$ cat src/rtl/sound_cue_sequencer.sv
// Turns one-shot game events into timed note sequences for the buzzer.
// Fixed-priority arbitration with preemption, plus a silent hold after game over.
module sound_cue_sequencer #(
  parameter int NOTE_TICKS = 5000000,
  parameter int GAP_TICKS  = 1000000
) (
  input  logic       clk,
  input  logic       rst,
  input  logic       i_load_done,
  input  logic       i_perfect,
  input  logic       i_gameover,
  output logic [5:0] music_scale,
  output logic       o_busy,
  output logic [1:0] o_cue
);

  localparam int CW = $clog2(2 * NOTE_TICKS + GAP_TICKS + 1);
  localparam logic [CW-1:0] NOTE_LIM1 = CW'(NOTE_TICKS - 1);
  localparam logic [CW-1:0] NOTE_LIM2 = CW'(2 * NOTE_TICKS - 1);
  localparam logic [CW-1:0] GAP_LIM   = CW'(GAP_TICKS - 1);

  localparam logic [1:0] CUE_NONE = 2'd0;
  localparam logic [1:0] CUE_LAND = 2'd1;
  localparam logic [1:0] CUE_PERF = 2'd2;
  localparam logic [1:0] CUE_GO   = 2'd3;

  typedef enum logic [1:0] {S_IDLE, S_NOTE, S_GAP, S_HOLD} state_t;

  function automatic logic [5:0] rom_code(input logic [1:0] cue, input logic [1:0] idx);
    case ({cue, idx})
      4'b0100: rom_code = 6'd1;
      4'b0101: rom_code = 6'd3;
      4'b1000: rom_code = 6'd1;
      4'b1001: rom_code = 6'd3;
      4'b1010: rom_code = 6'd5;
      4'b1011: rom_code = 6'd7;
      4'b1100: rom_code = 6'd5;
      4'b1101: rom_code = 6'd3;
      4'b1110: rom_code = 6'd1;
      default: rom_code = 6'd0;
    endcase
  endfunction

  // Notes lasting two duration units; every other note lasts one.
  function automatic logic rom_long(input logic [1:0] cue, input logic [1:0] idx);
    rom_long = (cue == CUE_GO) || (cue == CUE_PERF && idx == 2'd3);
  endfunction

  function automatic logic [1:0] last_idx(input logic [1:0] cue);
    case (cue)
      CUE_LAND: last_idx = 2'd1;
      CUE_PERF: last_idx = 2'd3;
      CUE_GO:   last_idx = 2'd2;
      default:  last_idx = 2'd0;
    endcase
  endfunction

  state_t          state_q, state_d;
  logic [1:0]      cue_q, cue_d;
  logic [1:0]      idx_q, idx_d;
  logic [CW-1:0]   cnt_q, cnt_d;
  logic [5:0]      scale_q, scale_d;
  logic            ld_prev_q, go_prev_q;

  logic            ld_evt, go_evt, note_end, gap_end, cue_done, accept;
  logic [1:0]      new_cue;

  always_comb begin
    ld_evt   = i_load_done & ~ld_prev_q;
    go_evt   = i_gameover & ~go_prev_q;
    new_cue  = go_evt ? CUE_GO : (ld_evt ? (i_perfect ? CUE_PERF : CUE_LAND) : CUE_NONE);
    note_end = (state_q == S_NOTE) &&
               (cnt_q == (rom_long(cue_q, idx_q) ? NOTE_LIM2 : NOTE_LIM1));
    gap_end  = (state_q == S_GAP) && (cnt_q == GAP_LIM);
    cue_done = gap_end && (idx_q == last_idx(cue_q));
    // A finishing non-gameover cue yields to any event coinciding with its last edge.
    accept   = (new_cue != CUE_NONE) && (state_q != S_HOLD) &&
               ((new_cue >= cue_q) || (cue_done && cue_q != CUE_GO));

    state_d = state_q;
    cue_d   = cue_q;
    idx_d   = idx_q;
    cnt_d   = cnt_q;
    scale_d = scale_q;

    if (accept) begin
      state_d = S_NOTE;
      cue_d   = new_cue;
      idx_d   = 2'd0;
      cnt_d   = '0;
      scale_d = rom_code(new_cue, 2'd0);
    end else begin
      case (state_q)
        S_NOTE: begin
          if (note_end) begin
            state_d = S_GAP;
            cnt_d   = '0;
            scale_d = 6'd0;
          end else begin
            cnt_d = cnt_q + CW'(1);
          end
        end
        S_GAP: begin
          if (cue_done) begin
            state_d = (cue_q == CUE_GO) ? S_HOLD : S_IDLE;
            cue_d   = (cue_q == CUE_GO) ? CUE_GO : CUE_NONE;
            idx_d   = 2'd0;
            cnt_d   = '0;
          end else if (gap_end) begin
            state_d = S_NOTE;
            idx_d   = idx_q + 2'd1;
            cnt_d   = '0;
            scale_d = rom_code(cue_q, idx_q + 2'd1);
          end else begin
            cnt_d = cnt_q + CW'(1);
          end
        end
        S_HOLD: begin
          if (!i_gameover) begin
            state_d = S_IDLE;
            cue_d   = CUE_NONE;
          end
        end
        default: begin
          scale_d = 6'd0;
        end
      endcase
    end
  end

  always_ff @(posedge clk) begin
    if (rst) begin
      state_q   <= S_IDLE;
      cue_q     <= CUE_NONE;
      idx_q     <= 2'd0;
      cnt_q     <= '0;
      scale_q   <= 6'd0;
      ld_prev_q <= 1'b1;
      go_prev_q <= 1'b1;
    end else begin
      state_q   <= state_d;
      cue_q     <= cue_d;
      idx_q     <= idx_d;
      cnt_q     <= cnt_d;
      scale_q   <= scale_d;
      ld_prev_q <= i_load_done;
      go_prev_q <= i_gameover;
    end
  end

  assign music_scale = scale_q;
  assign o_busy      = (state_q == S_NOTE) || (state_q == S_GAP);
  assign o_cue       = cue_q;

endmodule

$ cat config.mk
export PLATFORM = sky130hd
export DESIGN_NAME = sound_cue_sequencer
export DESIGN_NICKNAME = d
export VERILOG_FILES = /design/src/rtl/sound_cue_sequencer.sv
export SDC_FILE = /design/constraint.sdc
export NUM_CORES = 1
export LEC_CHECK = 0
export BUFFER_PORTS_ARGS = -buffer_cell sky130_fd_sc_hd__buf_4
export CAP_MARGIN = 10
export CORE_MARGIN = 5
export CORE_UTILIZATION = 55
export CTS_CLUSTER_DIAMETER = 30
export DETAILED_ROUTE_END_ITERATION = 10
export PLACE_DENSITY = 0.76
export SLEW_MARGIN = 20
export SYNTH_ARGS = -nofsm -noshare
export SYNTH_HDL_FRONTEND = slang
export SYNTH_SLANG_ARGS = --single-unit
$ cat constraint.sdc
create_clock -name clk -period 2.1 [get_ports clk]
set_input_delay 0 -clock clk [delete_from_list [all_inputs] [get_ports clk]]
set_output_delay 0 -clock clk [all_outputs]
set_load 0.02 [all_outputs]
# [Word level (Yosys, flattened, before mapping)]
# Memories as Yosys holds them, arrays and structs flattened.
# Index checks and enable logic that the tools add are counted.
[totals] reg_bits=38 mem_bits_ro=48 output_inout_bits=9 n_memories=1
[memory_table] name="(no name shown)" words=16 width=3 rd=1 rd_ports_with_merged_regs=0 write_ports=0 line="30" source="case ({cue, idx})"
[op_classes] add_sub_neg=2 order_cmp=1 n_eq_ne=25 mux=27 n_bitwise=4 reduce_logical=23
[op_table] operator="two-way mux 24 bit" count=4
[op_table] operator="one-hot mux 24 bit (2 select lines)" count=1
[op_table] operator="adder 24 x 1 -> 24 bit (second input constant)" count=1
[op_table] operator="== test 24 x 20 -> 1 bit (second input constant)" count=1
[op_table] operator="== test 24 bit" count=1
[op_table] operator="two-way mux 2 bit" count=12
[op_table] operator="two-way mux 6 bit" count=4
[op_table] operator="!= test 3 bit (second input constant)" count=6
[op_table] operator="one-hot mux 6 bit (3 select lines)" count=1
[op_table] operator="== test 2 bit (second input constant)" count=7
[op_table] operator="one-hot mux 2 bit (3 select lines)" count=2
[op_table] operator="AND reduction 4 bit" count=3
[op_table] operator="!= test 2 bit (second input constant)" count=5
[op_table] operator="logical AND 1 bit" count=7
[op_table] operator="== test 2 x 1 -> 1 bit (second input constant)" count=3
[op_table] operator="one-hot mux 3 bit (2 select lines)" count=1
[op_table] operator="nonzero test 2 bit" count=3
[op_table] operator="nonzero test 3 bit" count=2
[op_table] operator="!= test 4 bit (second input constant)" count=1
[op_table] operator="one-hot mux 2 bit (2 select lines)" count=1
[op_table] operator="nonzero test 4 bit" count=1
[op_table] operator="OR reduction 2 bit" count=2
[op_table] operator="logical OR 1 bit" count=3
[op_table] operator="AND reduction 3 bit" count=1
[op_table] operator="other kinds (7)" count=9

# [Depth between registers and ports, before layout]
# Gate-level depths: netlist of the first run.
[depth] depth_word=9 depth_mapped=10 ltp_nobuf=9

# [Least setup slack after synthesis of the first run]
# Ideal clock, no wire load.
[synth_timing] path_kind="flip-flop to flip-flop" start="register cue_q[0] (netlist: o_cue[0])" end="register cnt_q[11]" t_arrival_ns=2.288 t_required_ns=1.958 path_slack_ns=-0.330 path_stages_with_launch=11 path_buffers=2 synth_period_minus_slack_ns=2.430 cell_sequence="dfxtp_1 > inv_1 > ha_1 > or3_1 > a21oi_1 > nand3_1 > o22ai_2 > or2_1 > buf_4 > buf_4 > a311oi_1"
[synth_between] elab_chain_len=8 elab_cells_between_ends=20 cone_classes="1 x order compare; 6 x eq/ne; 5 x mux; 8 x reduce/logical"
[synth_lines] element="from (decl)" line="59" source="logic [1:0] cue_q, cue_d;"
[synth_lines] element="from (signal assigned)" line="142" source="cue_q <= cue_d;"
[synth_lines] element="== test 2 bit or == test 2 x 1 -> 1 bit (tied branches)" line="46, 50"
[synth_lines] element="logical AND 1 bit or one-hot mux 2 bit (3 select lines) (tied branches)" line="46, 50"
[synth_lines] element="logical OR 1 bit or == test 2 bit (tied branches)" line="46, 75"
[synth_lines] element="two-way mux 24 bit or logical AND 1 bit (tied branches)" line="73, 75"
[synth_lines] element="== test 24 bit or logical AND 1 bit (tied branches)" line="73, 78"
[synth_lines] element="logical AND 1 bit or logical OR 1 bit (tied branches)" line="72, 78"
[synth_lines] element="two-way mux 24 bit or logical AND 1 bit (tied branches)" line="95, 77"
[synth_lines] element="one-hot mux 24 bit (2 select lines) or OR reduction 2 bit (tied branches)"
[synth_lines] element="to (signal assigned)" line="144" source="cnt_q <= cnt_d;"
[synth_lines] element="to (decl)" line="61" source="logic [CW-1:0] cnt_q, cnt_d;"
# Several ways; a longest one is shown, not always the timed one.
# A chain may end at the register's enable or synchronous reset.

# [Worst setup path after layout of the first run]
[layout_timing] start="register cnt_q[15]" end="register cnt_q[19]"
[layout_between] elab_chain_len=7 elab_cells_between_ends=14 cone_classes="1 x add/sub; 2 x eq/ne; 4 x mux; 7 x reduce/logical"
[layout_lines] element="parallel branches: the longest is 7 deep, another holds adder 24 x 1 -> 24 bit"
# Several ways; the timed one is not identified.

==> results by group, run 1 <==
Outcome
  – Status: finished, violations left
  – Failing checks: negative setup slack

CTS
  – CTS root buffer: clkbuf_8
  – CTS tree: yes
  – Clk pin slew, worst setup/hold paths: approximately 0.080 ns
  – Clock sink count: 35
  – H-tree depth: 2
  – Worst-case clock buffer depth: 2
  – TritonCTS Buffers: 5
  – Later-pin clock latency in the skew report: 0.30 ns

Timing
  – Worst-margin pin slew: between 0.6 and 0.7 ns
  – Final min period: approximately 2.3 ns
  – Final number of hold-violating endpoints: 0
  – Setup violators final: 33
  – Final period utilization: 107.6%
  – Final worst slack: -0.1592 ns
  – Slew Viols, Final: 0
  – Sum Neg Setup Slack: -2.847 ns
  – Headroom to the max-slew limit: 57.84%
  – RSZ-0062 raised after global routing: true
  – Achievable Freq: 442.6 MHz
  – Final setup skew: around 0.008 ns

Routing
  – Via count: ~2800
  – ANT nets after route: 0
  – DRT Wirelength: 8.855 mm
  – Pre-Repair DR Iteration Count: 5
  – Vias per inst: 6.939
  – WL/cell: roughly 22 µm
  – DRC Markers: 0
  – Starting DRC count in detailed routing: 327

Placement
  – Post-DP HPWL: 4.055 mm
  – GPL Wtd Cong: approximately 0.8
  – I/O Buffers: 10
  – Dpl cells: 375
  – Placed cell area: 0.002849 mm²

Finish
  – Layout cells sized above 1: 46.67%
  – Final non-filler cell total: 410
  – Antenna cells: 0
  – Design Area, Final: 0.003571 mm²
  – Final #Nets: 377
  – P&R area growth vs syn: 53.77%
  – Most frequent cells in the layout: buf_4, nand2_1, dfxtp_1
  – Commonest non-fill, non-tap cell in the layout: buf_4

Critical path
  – Critical path required time: 2.27 ns
  – Worst setup SP type: register
  – CP Max Fanout: 6
  – Crit. End Element: register
  – Crit path arrival time: between 2 and 2.5 ns
  – Worst reg2reg setup slack: -0.16 ns
  – Critical path type: reg -> reg

Power and ir drop
  – Pwr dens: 1025 mW/mm²
  – Final Total Pwr: 3.660 mW
  – Maximum vdd drop: 0.0008330 V
  – LEAKAGE: 1.324 nW

Global route
  – Largest net degree at the start of global routing: 21
  – GRT Overall Usage: 31.34%
  – First-pass GRT wire length: 13.28 mm
  – Number of global-route vias before repair: 2747
  – Gr ovfl total: 0
  – Initial antenna violation count: 0

Logic synthesis
  – Yosys warning total: 0
  – Mapped Cells: between 200 and 300
  – Register area share after synthesis: 30.17%
  – Predominant post-synthesis flop cell: dfxtp_1
  – Syn Area/Cell: between 8 and 9 µm²
  – Asr flop ratio synth: 0%
  – Post-synthesis register bit count: 35
  – Post-synth EDFFs: 0
  – Netlist cell types: 54
  – Mapped Area: roughly 0.0023 mm²

Flow run
  – Max-cap violations: 0

Floorplan
  – Row cnt: 23
  – Core Region: 0.004058 mm²
  – Die H: ~75 µm
  – Boundary Pins: 14
  – DIE AREA: 0.005622 mm²
  – Die width: 74.98 µm
  – Starting density of the core: 57.23%

Hold path
  – Hold Crit Class: in -> reg
## final timing paths
kind | startpoint | to | cells after the start
max reg2reg | cnt_q[15]$_SDFFE_PP0P_ | cnt_q[19]$_SDFFE_PP0P_ | 8
max | cnt_q[15]$_SDFFE_PP0P_ | cnt_q[19]$_SDFFE_PP0P_ | 8
min | i_perfect | o_cue[0]$_SDFFE_PP0P_ | 4
min reg2reg | cnt_q[5]$_SDFFE_PP0P_ | cnt_q[5]$_SDFFE_PP0P_ | 1
## cells in the mapped netlist (2+ instances only)
cell / number / area (µm²)
dfxtp_1: 35 / 700.7
nand2_1: 33 / 123.9
a21oi_1: 18 / 90.09
a311oi_1: 18 / 157.7
nand3_1: 14 / 70.07
nor2_1: 14 / 52.55
ha_1: 13 / 162.7
inv_1: 12 / 45.04
nand2b_1: 11 / 68.82
o21ai_0: 9 / 45.04
clkbuf_1: 8 / 30.03
a41oi_1: 7 / 61.31
buf_4: 6 / 45.04
a22oi_1: 5 / 37.54
a31oi_1: 5 / 31.28
and4_1: 4 / 35.03
nand4_1: 4 / 25.02
nor3_1: 4 / 20.02
a211oi_1: 3 / 22.52
and3_1: 3 / 18.77
buf_6: 3 / 33.78
mux2i_1: 3 / 30.03
or3_1: 3 / 18.77
a21o_1: 2 / 15.01
a221oi_1: 2 / 17.52
mux2_2: 2 / 22.52
nand3b_1: 2 / 15.01
nor4_1: 2 / 12.51
nor4_2: 2 / 25.02
nor4b_1: 2 / 17.52
o211ai_1: 2 / 15.01
o21a_1: 2 / 15.01
o21ai_1: 2 / 10.01
o22ai_1: 2 / 12.51
or2_2: 2 / 12.51
xnor2_1: 2 / 17.52
## registers in the layout (all words and copies together), names as in the netlist
register and count:
music_scale 3, cnt_q 24, idx_q 2, o_cue 2
state_q 2, ld_prev_q 1, go_prev_q 1
## metal layers
| metal | vias to the layer above | share of wire, % | global-route usage (%) | wire length (µm) |
|---|---|---|---|---|
| met3 | 46 | 11 | 8.678 | 938 |
| met4 | 0 | 4.5 | 20.16 | 400 |
| met2 | 214 | 48 | 49.71 | 4217 |
| li1 | 1245 | - | - | - |
| met5 | - | 0 | 0 | 0 |
| met1 | 1340 | 37 | 37.05 | 3298 |
## power breakdown
part / switching (mW) / leakage (nW) / internal, mW / total (mW)
clock network: 0.272 / 0.0455 / 0.233 / 0.505
registers: 0.0727 / 0.287 / 0.736 / 0.809
logic: 1.36 / 0.992 / 0.982 / 2.35
total: 1.71 / 1.32 / 1.95 / 3.66
## final cells by class
cell class / instances / area, µm²
sequential: 35 / 713.2
clock buffer: 6 / 72.57
multi-input combinational: 222 / 1947
fill: 184 / 486.7
inverter: 12 / 47.55
timing repair buffer: 83 / 716.9
clock inverter: 2 / 11.26
tap: 50 / 62.56
## worst max-delay path, cell delays in order (launching register included)
cell and delay [ns]:
dfxtp_2 0.35, or4bb_4 0.54, nor4b_4 0.26, o211ai_2 0.12, buf_6 0.16, buf_4 0.14, o311a_4 0.35, a21oi_2 0.15
a311oi_1 0.07
## stage by stage
step           util, %  setup slack, ns  hold WS, ns
2_1_floorplan        -          -0.1385       0.1038
3_3_place_gp     70.21          -0.1459       0.1969
3_5_place_dp     70.21          -0.2188       0.1997
4_1_cts          84.40         -0.09417      0.07732
5_1_grt          88.00          -0.2098       0.1467
6_report         88.00          -0.1592       0.1124
## timing repair
action / in CTS / in global routing
pin swaps: 13 / 13
endpoints found under the setup margin: 33 / 33
gates resized for setup: 41 / 28
setup buffers: 10 / 6
gates cloned: 7 / 1
hold buffers: 4 / 0
hold endpoints to repair: 6 / 0
## kinds of logic after synthesis
family                     synth area share, %
other                                   0.1615
adders and majority gates                7.004
buffers and inverters                    6.627
and+or+nand+nor                          27.05
muxes                                    2.263
DFF                                      30.17
xor gates and xnor gates                0.7544
AOI/OAI and AO/OA                        25.97
No activity file was read; power rests on OpenSTA's default activity.
==> run 2: changes to the inputs <==
CORE_MARGIN = default   (was 5)
==> run 2 against run 1 <==
Clock power grew 28%. Clock skew is essentially flat. The flow still finishes with violations (negative setup slack). Sequential cell count is the same. Global-route usage shrank 1.4 points. Design area shrank 5.5%. Setup slack lost 0.071 ns. Via count shrank 6.9%. Utilization shrank 4.2 points. Critical path depth grew 1. Combinational power shrank 14%. Die area shrank 20%.
==> results by group, run 2 (same netlist as run 1, synthesis figures left out) <==
Critical path
  – Critical path type: reg -> reg
  – Worst setup SP type: register
  – Crit path max-delay family: compound AO/OA/AOI/OAI gates
  – Critical path required time: between 2 and 2.5 ns
  – Buf/Inv on CP: 1
  – CP peak stage delay: 0.35 ns
  – Crit. End Element: register
  – Critical-path cell list: nand2b_4 > o21a_1 > ha_1 > nand2b_4 > a21oi_4 > o22ai_4 > or2_4 > clkbuf_16 > a311oi_1
  – Critical-path top delay cell: a311oi_1
  – Crit path arrival time: 2.49 ns
  – CP most frequent cell: nand2b_4
  – CP Max Fanout: 7

Timing
  – Final period utilization: 110.9%
  – Setup violators final: 33
  – Final worst slack: -0.2298 ns
  – Final number of hold-violating endpoints: 0
  – Worst-margin pin slew: 0.4994 ns
  – Slew Viols, Final: 0
  – Sum Neg Setup Slack: -3.085 ns
  – Final min period: 2.330 ns
  – Headroom to the max-slew limit: between 60% and 70%
  – Achievable Freq: roughly 430 MHz
  – Final setup skew: roughly 0.0077 ns
  – RSZ-0062 raised after global routing: true
  – Final hold slack: a little under 0.1 ns

Power and ir drop
  – Maximum vdd drop: 0.0008812 V
  – LEAKAGE: between 1 and 1.5 nW
  – Pwr dens: 1027 mW/mm²
  – Final Total Pwr: 3.467 mW

Routing
  – Pre-Repair DR Iteration Count: 6
  – DRT Wirelength: 7.986 mm
  – WL/cell: ~20 µm
  – Starting DRC count in detailed routing: 278
  – ANT nets after route: 0
  – DRC Markers: 0
  – Vias per inst: between 6 and 7
  – Via count: 2648

Outcome
  – Status: finished, violations left
  – Failing checks: negative setup slack

Finish
  – Filler Cell Count: 226
  – Max reg flops: 24
  – Commonest non-fill, non-tap cell in the layout: buf_4
  – Top reg by flops: cnt_q
  – Final #Nets: 365
  – Layout cells sized above 1: 41.67%
  – Final core occ: a little over four fifths
  – Most frequent cells in the layout: buf_4, nand2_1, dfxtp_1
  – Antenna cells: 0
  – P&R area growth vs syn: 45.37%

CTS
  – Worst-case clock buffer depth: 2
  – H-tree depth: 2
  – Clk pin slew, worst setup/hold paths: 0.08 ns
  – TritonCTS Buffers: 5
  – Later-pin clock latency in the skew report: 0.29 ns
  – Clock sink count: 35
  – CTS tree: yes
  – CTS root buffer: clkbuf_8

Global route
  – GRT Overall Usage: around 30%
  – Number of global-route vias before repair: 2279
  – Largest net degree at the start of global routing: 28
  – Initial antenna violation count: 0
  – First-pass GRT wire length: 10.29 mm
  – Gr ovfl total: 0

Floorplan
  – Starting density of the core: 57.64%
  – Die width: 66.98 µm
  – DIE AREA: 0.004486 mm²
  – Row cnt: 23
  – Core Region: 0.004029 mm²
  – Die H: 66.98 µm
  – Boundary Pins: 14

Flow run
  – Max-cap violations: 0

Placement
  – GPL Wtd Cong: approximately 0.87
  – Post-DP HPWL: 3.997 mm
  – I/O Buffers: 10

Hold path
  – Hold Crit Class: in -> reg
run 2: cell types whose count changed in the layout (fill, tap and decap cells not counted), moves of 3 or more:
cell,delta
a21oi_1,+3
a21oi_2,-3
nor2_1,+3
o311a_4,-4
a311oi_2,-3
a41oi_2,-3
a41oi_1,+3
buf_4,-8
a311oi_1,+3
run 2: area by class of cell:
class | instances | area, µm² | area share (%)
multi-input cells | 220 | 1810 | 53.63
flip-flops and latches | 35 | 714.4 | 21.16
repair buffers | 73 | 625.6 | 18.53
clock buffers | 6 | 82.58 | 2.446
well taps | 50 | 62.56 | 1.853
inverters | 12 | 45.04 | 1.334
clock inverters | 2 | 35.03 | 1.038
run 2: final timing paths:
check                                    from                     endpoint  slack, ns  depth (start not counted)
setup / recovery         ld_prev_q$_SDFF_PP1_        cnt_q[8]$_SDFFE_PP0P_      -0.23                          9
hold / removal                      i_perfect        o_cue[0]$_SDFFE_PP0P_        0.1                          4
setup reg to reg         ld_prev_q$_SDFF_PP1_        cnt_q[8]$_SDFFE_PP0P_      -0.23                          9
hold reg to reg   music_scale[0]$_SDFFE_PP0P_  music_scale[0]$_SDFFE_PP0P_       0.56                          1
run 2: power by group:
group	internal [mW]	total, mW	switching (mW)
Combinational	0.808	2.03	1.22
Clock	0.384	0.648	0.264
Sequential	0.735	0.793	0.0577
run 2: routing by layer:
layer	routed length, µm	vias up	GRT usage [%]
met5	0	-	0
met1	2993	1237	35.14
met4	409	0	9.309
met3	614	58	6.849
met2	3969	152	53.16
li1	-	1201	-
run 2: per-stage QoR:
stage | instance area, µm² | cells | worst slack (ns)
CTS | 3115 | 388 | -0.08164
global route | 3376 | 398 | -0.2916
global placement | 2841 | 374 | -0.1468
finish | 3376 | 398 | -0.2298
floorplan | 2429 | 281 | -0.1385
detailed placement | 2841 | 374 | -0.2406
run 2: timing repair:
action / 4_1_cts / 5_1_grt
hold buffers: 3 / 0
endpoints found under the hold margin: 6 / 0
resized for setup: 21 / 26
buffers inserted: 2 / 5
endpoints found under the setup margin: 33 / 33
pin swaps: 10 / 6
gates cloned: 1 / 5
run 2: worst reg2reg max path, delay by kind of cell (launching register included):
| kind | cells | cell delay, ns |
|---|---|---|
| AO/OA/AOI/OAI | 4 | 0.84 |
| AND/OR/NAND/NOR | 3 | 0.58 |
| flip-flops | 1 | 0.31 |
| adder cells (fa/ha/maj) | 1 | 0.27 |
| buffers and inverters | 1 | 0.19 |
